File: src/rtl/ram_port_arbiter.sv
// Two-port arbiter in front of a single synchronous-read RAM.
// Round-robin with a per-port burst cap; read data returns to the issuer one cycle later.
module ram_port_arbiter #(
   parameter int AW        = 8,
   parameter int DW        = 16,
   parameter int MAX_BURST = 4
) (
   input  logic          clk,
   input  logic          rst,
   input  logic          req0,
   input  logic          we0,
   input  logic [AW-1:0] addr0,
   input  logic [DW-1:0] wdata0,
   output logic          gnt0,
   output logic          rvalid0,
   output logic [DW-1:0] rdata0,
   input  logic          req1,
   input  logic          we1,
   input  logic [AW-1:0] addr1,
   input  logic [DW-1:0] wdata1,
   output logic          gnt1,
   output logic          rvalid1,
   output logic [DW-1:0] rdata1,
   output logic          ram_w_en,
   output logic [AW-1:0] ram_addr,
   output logic [DW-1:0] ram_w_data,
   input  logic [DW-1:0] ram_r_data,
   output logic          busy
);

   localparam logic [3:0] BURST_LIM = 4'(MAX_BURST);

   logic       last_q, last_d;
   logic [3:0] run_q, run_d;
   logic       prev_q, prev_d;       // some port was granted last cycle
   logic       rd_pend_q, rd_pend_d;
   logic       rd_port_q, rd_port_d;
   logic       sel;

   always_comb begin
      gnt0 = 1'b0;
      gnt1 = 1'b0;
      sel  = 1'b0;
      if (!rst) begin
         if (req0 && req1) begin
            // the previous owner keeps the bus only while its burst is still live
            sel  = (prev_q && run_q < BURST_LIM) ? last_q : ~last_q;
            gnt0 = ~sel;
            gnt1 = sel;
         end else begin
            gnt0 = req0;
            gnt1 = req1;
         end
      end
   end

   always_comb begin
      ram_w_en   = 1'b0;
      ram_addr   = '0;
      ram_w_data = '0;
      if (gnt0) begin
         ram_w_en   = we0;
         ram_addr   = addr0;
         ram_w_data = wdata0;
      end else if (gnt1) begin
         ram_w_en   = we1;
         ram_addr   = addr1;
         ram_w_data = wdata1;
      end
   end

   always_comb begin
      last_d    = last_q;
      run_d     = run_q;
      prev_d    = gnt0 | gnt1;
      rd_pend_d = (gnt0 | gnt1) & ~ram_w_en;
      rd_port_d = rd_port_q;
      if (gnt0 | gnt1) begin
         rd_port_d = gnt1;
         last_d    = gnt1;
         if (gnt1 == last_q) run_d = (run_q == 4'd15) ? 4'd15 : run_q + 4'd1;
         else                run_d = 4'd1;
      end
   end

   always_ff @(posedge clk) begin
      if (rst) begin
         last_q    <= 1'b1;
         run_q     <= 4'd0;
         prev_q    <= 1'b0;
         rd_pend_q <= 1'b0;
         rd_port_q <= 1'b0;
      end else begin
         last_q    <= last_d;
         run_q     <= run_d;
         prev_q    <= prev_d;
         rd_pend_q <= rd_pend_d;
         rd_port_q <= rd_port_d;
      end
   end

   // a read caught by reset is dropped: the return is masked in the reset cycle
   assign rvalid0 = ~rst & rd_pend_q & ~rd_port_q;
   assign rvalid1 = ~rst & rd_pend_q &  rd_port_q;
   assign rdata0  = rvalid0 ? ram_r_data : '0;
   assign rdata1  = rvalid1 ? ram_r_data : '0;
   assign busy    = ~rst & (req0 | req1 | rd_pend_q);

endmodule
File: config.mk
export PLATFORM = sky130hd
export DESIGN_NAME = ram_port_arbiter
export DESIGN_NICKNAME = d
export VERILOG_FILES = /design/src/rtl/ram_port_arbiter.sv
export SDC_FILE = /design/constraint.sdc
export NUM_CORES = 1
export LEC_CHECK = 0
export ABC_CLOCK_PERIOD_IN_PS = 1800
export CAP_MARGIN = 20
export CORE_MARGIN = 5
export CORE_UTILIZATION = 22
export CTS_BUF_LIST = sky130_fd_sc_hd__clkbuf_8
export DETAILED_ROUTE_END_ITERATION = 6
export GPL_ROUTABILITY_DRIVEN = 0
export PLACE_DENSITY = 0.8
export SYNTH_ARGS = -nofsm -noshare
export SYNTH_HDL_FRONTEND = slang
export SYNTH_SLANG_ARGS = --single-unit
export TNS_END_PERCENT = 50
File: constraint.sdc
create_clock -name clk -period 1.8 [get_ports clk]
set_clock_uncertainty 0.05 [all_clocks]
set_input_delay 0.36 -clock clk [delete_from_list [all_inputs] [get_ports clk]]
set_output_delay 0.36 -clock clk [all_outputs]
set_load 0.02 [all_outputs]
Yosys cells after proc, flatten, opt, wreduce, memory -nomap -nowiden. Cells that the tools add are included.

Add/sub/neg operators: 1. Order comparisons: 1. Equal/unequal tests: 2. Mux-type cells: 15. Bitwise logic cells: 13. Reduce and logical (&&, ||, !) cells: 2.

Operators by type and width (number): 16-bit two-way mux (4); 8-bit two-way mux (2); 4-bit two-way mux (2); 1-bit two-way mux (7); 1-bit AND (5); 1-bit NOT (5); 4-bit by 1-bit adder with 4-bit output, second input constant (1); 4-bit equality test, second input constant (1); 4-bit by 3-bit < comparator with 1-bit output, second input constant (1); 1-bit OR (3); 1-bit logical AND (2); 1-bit equality test (1).

Register bits: 8. Input bits: 70. Output and inout port bits: 62. Word-level logic and storage cells: 39.

Depth between registers and ports, before layout.
Depth in word-level cells: 9. Depth in mapped cells: 6. Gate-level depth less buffers: 5.

Worst setup path after synthesis. No wires, ideal clock.

Kind: reg2out. Start point: register run_q[2]. End point: output port ram_w_data[10]. Arrival: 1616 ps. Data required time: 1390 ps. Setup slack: -226 ps. Cell stages (with the launch flop): 6. Buffers on the path: 1. Cell sequence: dfxtp_1 or3b_4 xnor2_1 a21oi_1 buf_2 a22o_1.

Cells in the longest elaborated chain, start to end: 7. Elaborated cells between the ends (all ways): 10. Those cells by class: order compare (1); mux (7); bitwise (1); reduce/logical (1).

RTL lines: start: declaration (RTL line 34) `logic [3:0] run_q, run_d;`; start signal: assignment (RTL line 95) `run_q <= run_d;`; 4-bit by 3-bit < comparator with 1-bit output (RTL line 47) `sel = (prev_q && run_q < BURST_LIM) ? last_q : ~last_q;`; 1-bit logical AND (RTL line 47); 1-bit two-way mux (RTL line 47); 1-bit two-way mux (RTL line 45) `if (req0 && req1) begin`; 1-bit two-way mux (RTL line 44) `if (!rst) begin`; via gnt1 (RTL line 21) `output logic gnt1,`; 16-bit two-way mux (RTL line 65) `end else if (gnt1) begin`; 16-bit two-way mux (RTL line 61) `if (gnt0) begin`; end: declaration (RTL line 26) `output logic [DW-1:0] ram_w_data,`.

The timed path passes the listed nets, and every way through them passes these cells.

Final worst setup path.
Start point: register run_q[3]. End point: output port ram_w_data[12].

Cells in the longest elaborated chain, start to end: 7. Elaborated cells between the ends (all ways): 10. Those cells by class: order compare (1); mux (7); bitwise (1); reduce/logical (1).

RTL lines (RTL line): 4-bit by 3-bit < comparator with 1-bit output * (47); 1-bit logical AND * (47); 1-bit two-way mux * (47); 1-bit two-way mux / 1-bit NOT (equally long branches) (45, 48); 1-bit two-way mux, on equally long branches (44, 45); 16-bit two-way mux / 1-bit two-way mux (equally long branches) (65, 44); 16-bit two-way mux * (61).

Mark *: on every way between the ends. The rest lies on a longest branch, timed or not.

==> flow_summary_export.csv <==
group,metric,value,unit
placed_design,portBuffers,131,
synthesis,yosys.area.top_type,"a22o_1",
synthesis,synth_top_area_share,24.7,%
power_and_ir_drop,switchingPower,0.364,mW
global_route,grt_pass1_wl,7680,um
floorplanning,dieWidth,73.5,um
worst_hold_path,holdPathStages,3,
detailed_routing,drtAntennaViolNets,0,
sta,finalCriticalPeriod,2310,ps
sta,max_freq,0.432,GHz
sta,fin_crit_sh,128,%
power_and_ir_drop,leakage,1.31,nW
status,violations,"negative setup slack",
worst_hold_path,min_path_type,"input port to flip-flop",
detailed_routing,vias,1510,
sta,slew_viol_final,0,
clocking,clock_path_buffers,2,
sta,hold_ws,399,ps
sta,fin_ws,-512,ps
floorplanning,die-area,5400,um2
global_route,grt_max_degree,18,
sta,finalHoldViolCount,0,
setup_path,crit_arrival,1900,ps
global_route,antenna_found_initial,0,
floorplanning,start_util,22.5,%
layout,antenna_cells,0,
placed_design,hpwl,3880,um
setup_path,startpoint_type,"flip-flop",
global_route,grt_pass1_vias,1572,
setup_path,worstSetupPathType,"flip-flop to primary output",
layout,fill_cells,321,
layout,layout.nets,339,
synthesis,synth_cells,110,
clocking,cts_tree,"yes",
synthesis,synth_edf_count,0,
sta,worst_pin_slew,340,ps
sta,slew_headroom,77.3,%
clocking,clock_latency,230,ps
power_and_ir_drop,power.share.clock,19.6,%
global_route,grt_util_all_layers,18.3,%
synthesis,ys.flop_type,"dfxtp_1",
synthesis,syn_area_per_cell,8.06,um2
power_and_ir_drop,p_int,0.733,mW
setup_path,ff2ff_path_depth,5,
clocking,numCtsBuffers,3,
sta,setup_violations,28,
detailed_routing,vias_per_cell,4.78,
layout,syn_to_final_growth,208,%
clocking,clock_sinks,8,
floorplanning,fp.coreArea,3940,um2
detailed_routing,dr.pass1.iters,4,
clocking,cts-root-buf,"clkbuf_8",
synthesis,yosysSeqAreaShare,18.1,%
synthesis,syn_nets,181,
detailed_routing,drt_iter0_markers,43,
power_and_ir_drop,switching_share,33.1,%
detailed_routing,drc_errors,0,
synthesis,synth-seq-cells,8,
power_and_ir_drop,power.density,401,nW/um2
synthesis,synth-compound-area-share,37.9,%
detailed_routing,finalWirelength,5150,um
synthesis,synth-simple-area-share,32.3,%
synthesis,syn_area,887,um2
power_and_ir_drop,p_comb_share,62.1,%
synthesis,synth_xor_area_share,1.97,%
power_and_ir_drop,irDropWorstVdd,0.000319,V
power_and_ir_drop,p_seq_share,18.3,%
global_route,gr-total-overflow,0,
layout,layout-drive-gt1-share,50.0,%
synthesis,synth_mux_area_share,0,%
synthesis,synthAdderAreaFrac,1.41,%
synthesis,synth_top_family_by_area,"compound AO/OA/AOI/OAI gates",
floorplanning,ios,132,
floorplanning,fp.dieH,73.5,um
clocking,path_clk_slew,40,ps
sta,rsz0062_at_grt,"yes",
synthesis,synth_area_leaders,"a22o_1 25%, and2_1 23%, dfxtp_1 18%, buf_6 5.1%, a21oi_1 2.3%",
setup_path,crit_path_end_kind,"primary output",
synthesis,synth_cell_types,32,
detailed_routing,wl_per_cell,16.3,um
setup_path,critPathMaxFanout,7,
synthesis,yosysWarnings,0,
placed_design,place_ws,-863,ps
status,status,"finished with violations",
synthesis,async_flop_share,0,%
setup_path,cp_data_required_time,1390,ps
run,cap_viol_max_count,0,
clocking,h-tree-depth,1,
floorplanning,num_rows,23,
cells by family (layout without fill, tap and decap cells):
logic type,Yosys count,in the layout
xor+xnor,2,2
buf+inv,11,167
compound gates,41,41
fa+ha+maj,1,1
flops,8,8
simple gates,47,47
worst max-delay path, cell delays in order, from the launching register on:
cell     delay (ps)
dfxtp_2         310
or3b_4          450
xnor2_4         170
a21oi_4         100
buf_6           130
buf_16          130
a22o_4          250
buf_6           130
power groups by stage:
| stage | combinational, mW | clock, mW | sequential (mW) |
|---|---|---|---|
| 2_1_floorplan | 0.268 | 0 | 0.198 |
| 3_3_place_gp | 0.603 | 0 | 0.199 |
| 3_5_place_dp | 0.612 | 0 | 0.199 |
| 4_1_cts | 0.675 | 0.217 | 0.199 |
| 5_1_grt | 0.720 | 0.230 | 0.202 |
| 6_report | 0.681 | 0.215 | 0.201 |
what timing repair did:
action	4_1_cts	5_1_grt
hold buffers	0	0
pin swaps	14	11
setup endpoints to repair	66	58
setup buffers	5	2
cloned	7	0
gates resized for setup	329	22
cells in the mapped netlist, drive strengths merged, types with 3 or more instances:
| cell | n |
|---|---|
| buf | 5 |
| a21oi | 4 |
| and2 | 32 |
| a22o | 25 |
| nand2 | 4 |
| nor2 | 3 |
| clkbuf | 3 |
| dfxtp | 8 |
stage by stage:
| stage | std cells | total power [mW] | TNS, ps | area (um2) | utilization, % |
|---|---|---|---|---|---|
| after floorplan | 110 | 0.466 | -4260 | 1070 | - |
| after global placement | 301 | 0.802 | -47390 | 2540 | 64.5 |
| after detailed placement | 301 | 0.811 | -48400 | 2540 | 64.5 |
| after CTS | 316 | 1.09 | -14360 | 2700 | 68.4 |
| after global routing | 316 | 1.15 | -15020 | 2740 | 69.4 |
| final | 316 | 1.10 | -13360 | 2740 | 69.4 |
area by class of cell:
| class | instances | area (um2) | share of cell area (%) |
|---|---|---|---|
| Timing Repair inverter | 3 | 41.3 | 1.51 |
| Multi-Input combinational cell | 91 | 926 | 33.8 |
| Clock buffer | 3 | 41.3 | 1.51 |
| Tap cell | 50 | 62.6 | 2.29 |
| Timing Repair Buffer | 158 | 1480 | 54.0 |
| Inverter | 3 | 23.8 | 0.869 |
| Sequential cell | 8 | 163 | 5.94 |
layout by cell type, fill, tap and decap left out, types with 2 or more instances in the layout:
cell type / synthesis / final
a31oi_1: 2 / 2
a22o_1: 25 / 6
clkinv_8: 0 / 3
nor2_1: 3 / 2
clkdlybuf4s50_1: 0 / 67
a221oi_4: 0 / 2
a22o_4: 0 / 19
a21oi_1: 4 / 3
dfxtp_2: 0 / 2
buf_2: 1 / 29
and2_1: 32 / 30
clkbuf_8: 0 / 3
buf_6: 4 / 39
o21ai_1: 1 / 2
nand2_1: 4 / 3
buf_4: 0 / 17
and2_4: 0 / 2
dfxtp_1: 8 / 6
sequential cells by signal, indices dropped and copies added (netlist names):
signal	count
run_q	4
rd_port_q	1
prev_q	1
rd_pend_q	1
last_q	1
path summary, 6_finish.rpt:
check                                              to  slack [ps]                   from
worst max register to register    last_q$_SDFFE_PP1P_         -30  run_q[3]$_SDFFE_PP0P_
worst min-delay path            run_q[2]$_SDFFE_PP0P_         400                    rst
worst max-delay path                   ram_w_data[12]        -510  run_q[3]$_SDFFE_PP0P_
worst min register to register  run_q[0]$_SDFFE_PP0P_         480  run_q[0]$_SDFFE_PP0P_
layer usage:
| metal | vias to the layer above | wire, um | global-route usage [%] | share of wire (%) |
|---|---|---|---|---|
| met5 | - | 0 | 0 | 0 |
| met3 | 4 | 586 | 4.38 | 11 |
| li1 | 730 | - | - | - |
| met4 | 0 | 48 | 4.83 | 0.93 |
| met1 | 682 | 1750 | 19.4 | 34 |
| met2 | 94 | 2760 | 35.5 | 54 |
Note: power is estimated with default switching activity, not from simulation.
==> RTL edit, RTL diff (same flow settings) <==
Change the parameter `AW` from 8 to 9.
--- a/src/rtl/ram_port_arbiter.sv
+++ b/src/rtl/ram_port_arbiter.sv
@@ -3,3 +3,3 @@
 module ram_port_arbiter #(
-   parameter int AW        = 8,
+   parameter int AW        = 9,
    parameter int DW        = 16,
Interface: changed (resized addr0, addr1 and ram_addr); port bits go from 132 to 135. The function was not compared with the original's and may differ.
==> RTL edit against the unedited design <==
The flow still finishes with violations (negative setup slack); sequential cell count unchanged; routed wire length rose by 18%; worst setup slack better by 0.11 ns; global-route usage shrank 1.7 points; total power down 2.6%; via count up 17%; maximum frequency up 5.0%; area after synthesis up 29%; core utilization fell by 14 points; hold slack gained 0.058 ns; critical path depth down 1; cell area rose by 3.5%; count of clock-buffer cells in the layout stayed put.
==> RTL edit: results (changes against the unedited design) <==
<table>
<tr><th>Metric</th><th>Value</th></tr>
<tr><th colspan="2">Status</th></tr>
<tr><td>Result of the run</td><td>finished, violations left</td></tr>
<tr><td>Violations in the final reports</td><td>negative setup slack</td></tr>
<tr><th colspan="2">Yosys</th></tr>
<tr><td>XOR/XNOR Fraction of Synth Area</td><td>0% (-2.0 points)</td></tr>
<tr><td>Mapped Nets</td><td>229 (+27%)</td></tr>
<tr><td>Portion of netlist area occupied by mux cells</td><td>2.84% (+2.8 points)</td></tr>
<tr><td>Mapped Avg Cell Area</td><td>7.35 um2 (-8.8%)</td></tr>
<tr><th colspan="2">Power and ir drop</th></tr>
<tr><td>Proportion of total power due to net switching</td><td>34.7% (+1.5 points)</td></tr>
<tr><th colspan="2">Global routing</th></tr>
<tr><td>Met3 track demand over resource in global routing</td><td>3.04% (-1.3 points)</td></tr>
<tr><th colspan="2">Timing</th></tr>
<tr><td>Transition at the pin with the smallest max-transition slack</td><td>0.385 ns (+0.0448 ns)</td></tr>
<tr><td>Final TNS setup</td><td>-10.19 ns (+3.17 ns)</td></tr>
<tr><td>Setup violation total in the final timing report</td><td>28 (unchanged)</td></tr>
<tr><td>Worst setup slack after layout</td><td>-0.402 ns (+0.110 ns)</td></tr>
<tr><th colspan="2">Detailed routing</th></tr>
<tr><td>Avg Vias per Cell</td><td>4.75 (-0.65%)</td></tr>
<tr><td>Wire length on met2</td><td>3.09 mm (+12%)</td></tr>
<tr><td>Count of vias placed by the detailed router</td><td>1,766 (+17%)</td></tr>
<tr><td>DRC marker count from the first detailed-route iteration</td><td>51 (+19%)</td></tr>
<tr><th colspan="2">Critical path</th></tr>
<tr><td>Number of cells traversed by the worst register-to-register path</td><td>6 (+1)</td></tr>
<tr><td>Setup slack of the worst register-to-register path</td><td>0.17 ns (+0.20 ns)</td></tr>
<tr><td>Max stage delay cell, worst path</td><td>sky130_fd_sc_hd__mux2i_4</td></tr>
<tr><th colspan="2">Placement</th></tr>
<tr><td>Buffers added on ports</td><td>134 (+2.3%)</td></tr>
<tr><td>Final HPWL DP</td><td>4.54 mm (+17%)</td></tr>
<tr><td>Placed Cells</td><td>363 (+21%)</td></tr>
<tr><th colspan="2">Worst hold path</th></tr>
<tr><td>Startpoint of the most critical hold path</td><td>run_q[1]$_SDFFE_PP0P_</td></tr>
<tr><th colspan="2">Finish</th></tr>
<tr><td>Final net count</td><td>377 (+11%)</td></tr>
<tr><td>Share of cells above drive strength 1</td><td>43.0% (-7.0 points)</td></tr>
</table>
RTL edit: power by group through the flow:
stage | clock network, mW | logic, mW | registers [mW]
after floorplan | 0 | 0.279 | 0.200
after global placement | 0 | 0.593 | 0.200
after detailed placement | 0 | 0.606 | 0.201
after CTS | 0.222 | 0.642 | 0.198
after global routing | 0.227 | 0.698 | 0.200
final | 0.215 | 0.655 | 0.198
RTL edit: how the worst max path moves through the flow:
stage	endpoint	cells after the start	start
after CTS	ram_addr[6]	7	run_q[3]$_SDFFE_PP0P_
after global placement	ram_w_data[4]	7	req0
final	ram_addr[1]	6	run_q[2]$_SDFFE_PP0P_
after detailed placement	ram_w_en	7	req0
after global routing	ram_addr[5]	6	run_q[2]$_SDFFE_PP0P_
after floorplan	ram_addr[2]	5	run_q[3]$_SDFFE_PP0P_
RTL edit: cells by family after synthesis:
kind of cell | Yosys count
adder cells (fa/ha/maj) | 1
flip-flops | 8
AO/OA/AOI/OAI | 41
AND/OR/NAND/NOR | 84
buffers and inverters | 20
multiplexers | 2
RTL edit: what timing repair did:
| item | in CTS | in global routing |
|---|---|---|
| hold buffers | 0 | 0 |
| pin swaps | 4 | 17 |
| gates resized for setup | 262 | 30 |
| endpoints found under the setup margin | 63 | 60 |
| gates cloned | 2 | 2 |
| buffers inserted | 3 | 2 |
RTL edit: cell type report:
cell class / instances / area [um2] / area share [%]
Tap cell: 70 / 87.6 / 3.09
Multi-Input combinational cell: 128 / 965 / 34.1
Timing Repair Buffer: 160 / 1560 / 55.2
Clock buffer: 3 / 41.3 / 1.46
Inverter: 3 / 11.3 / 0.398
Sequential cell: 8 / 164 / 5.79
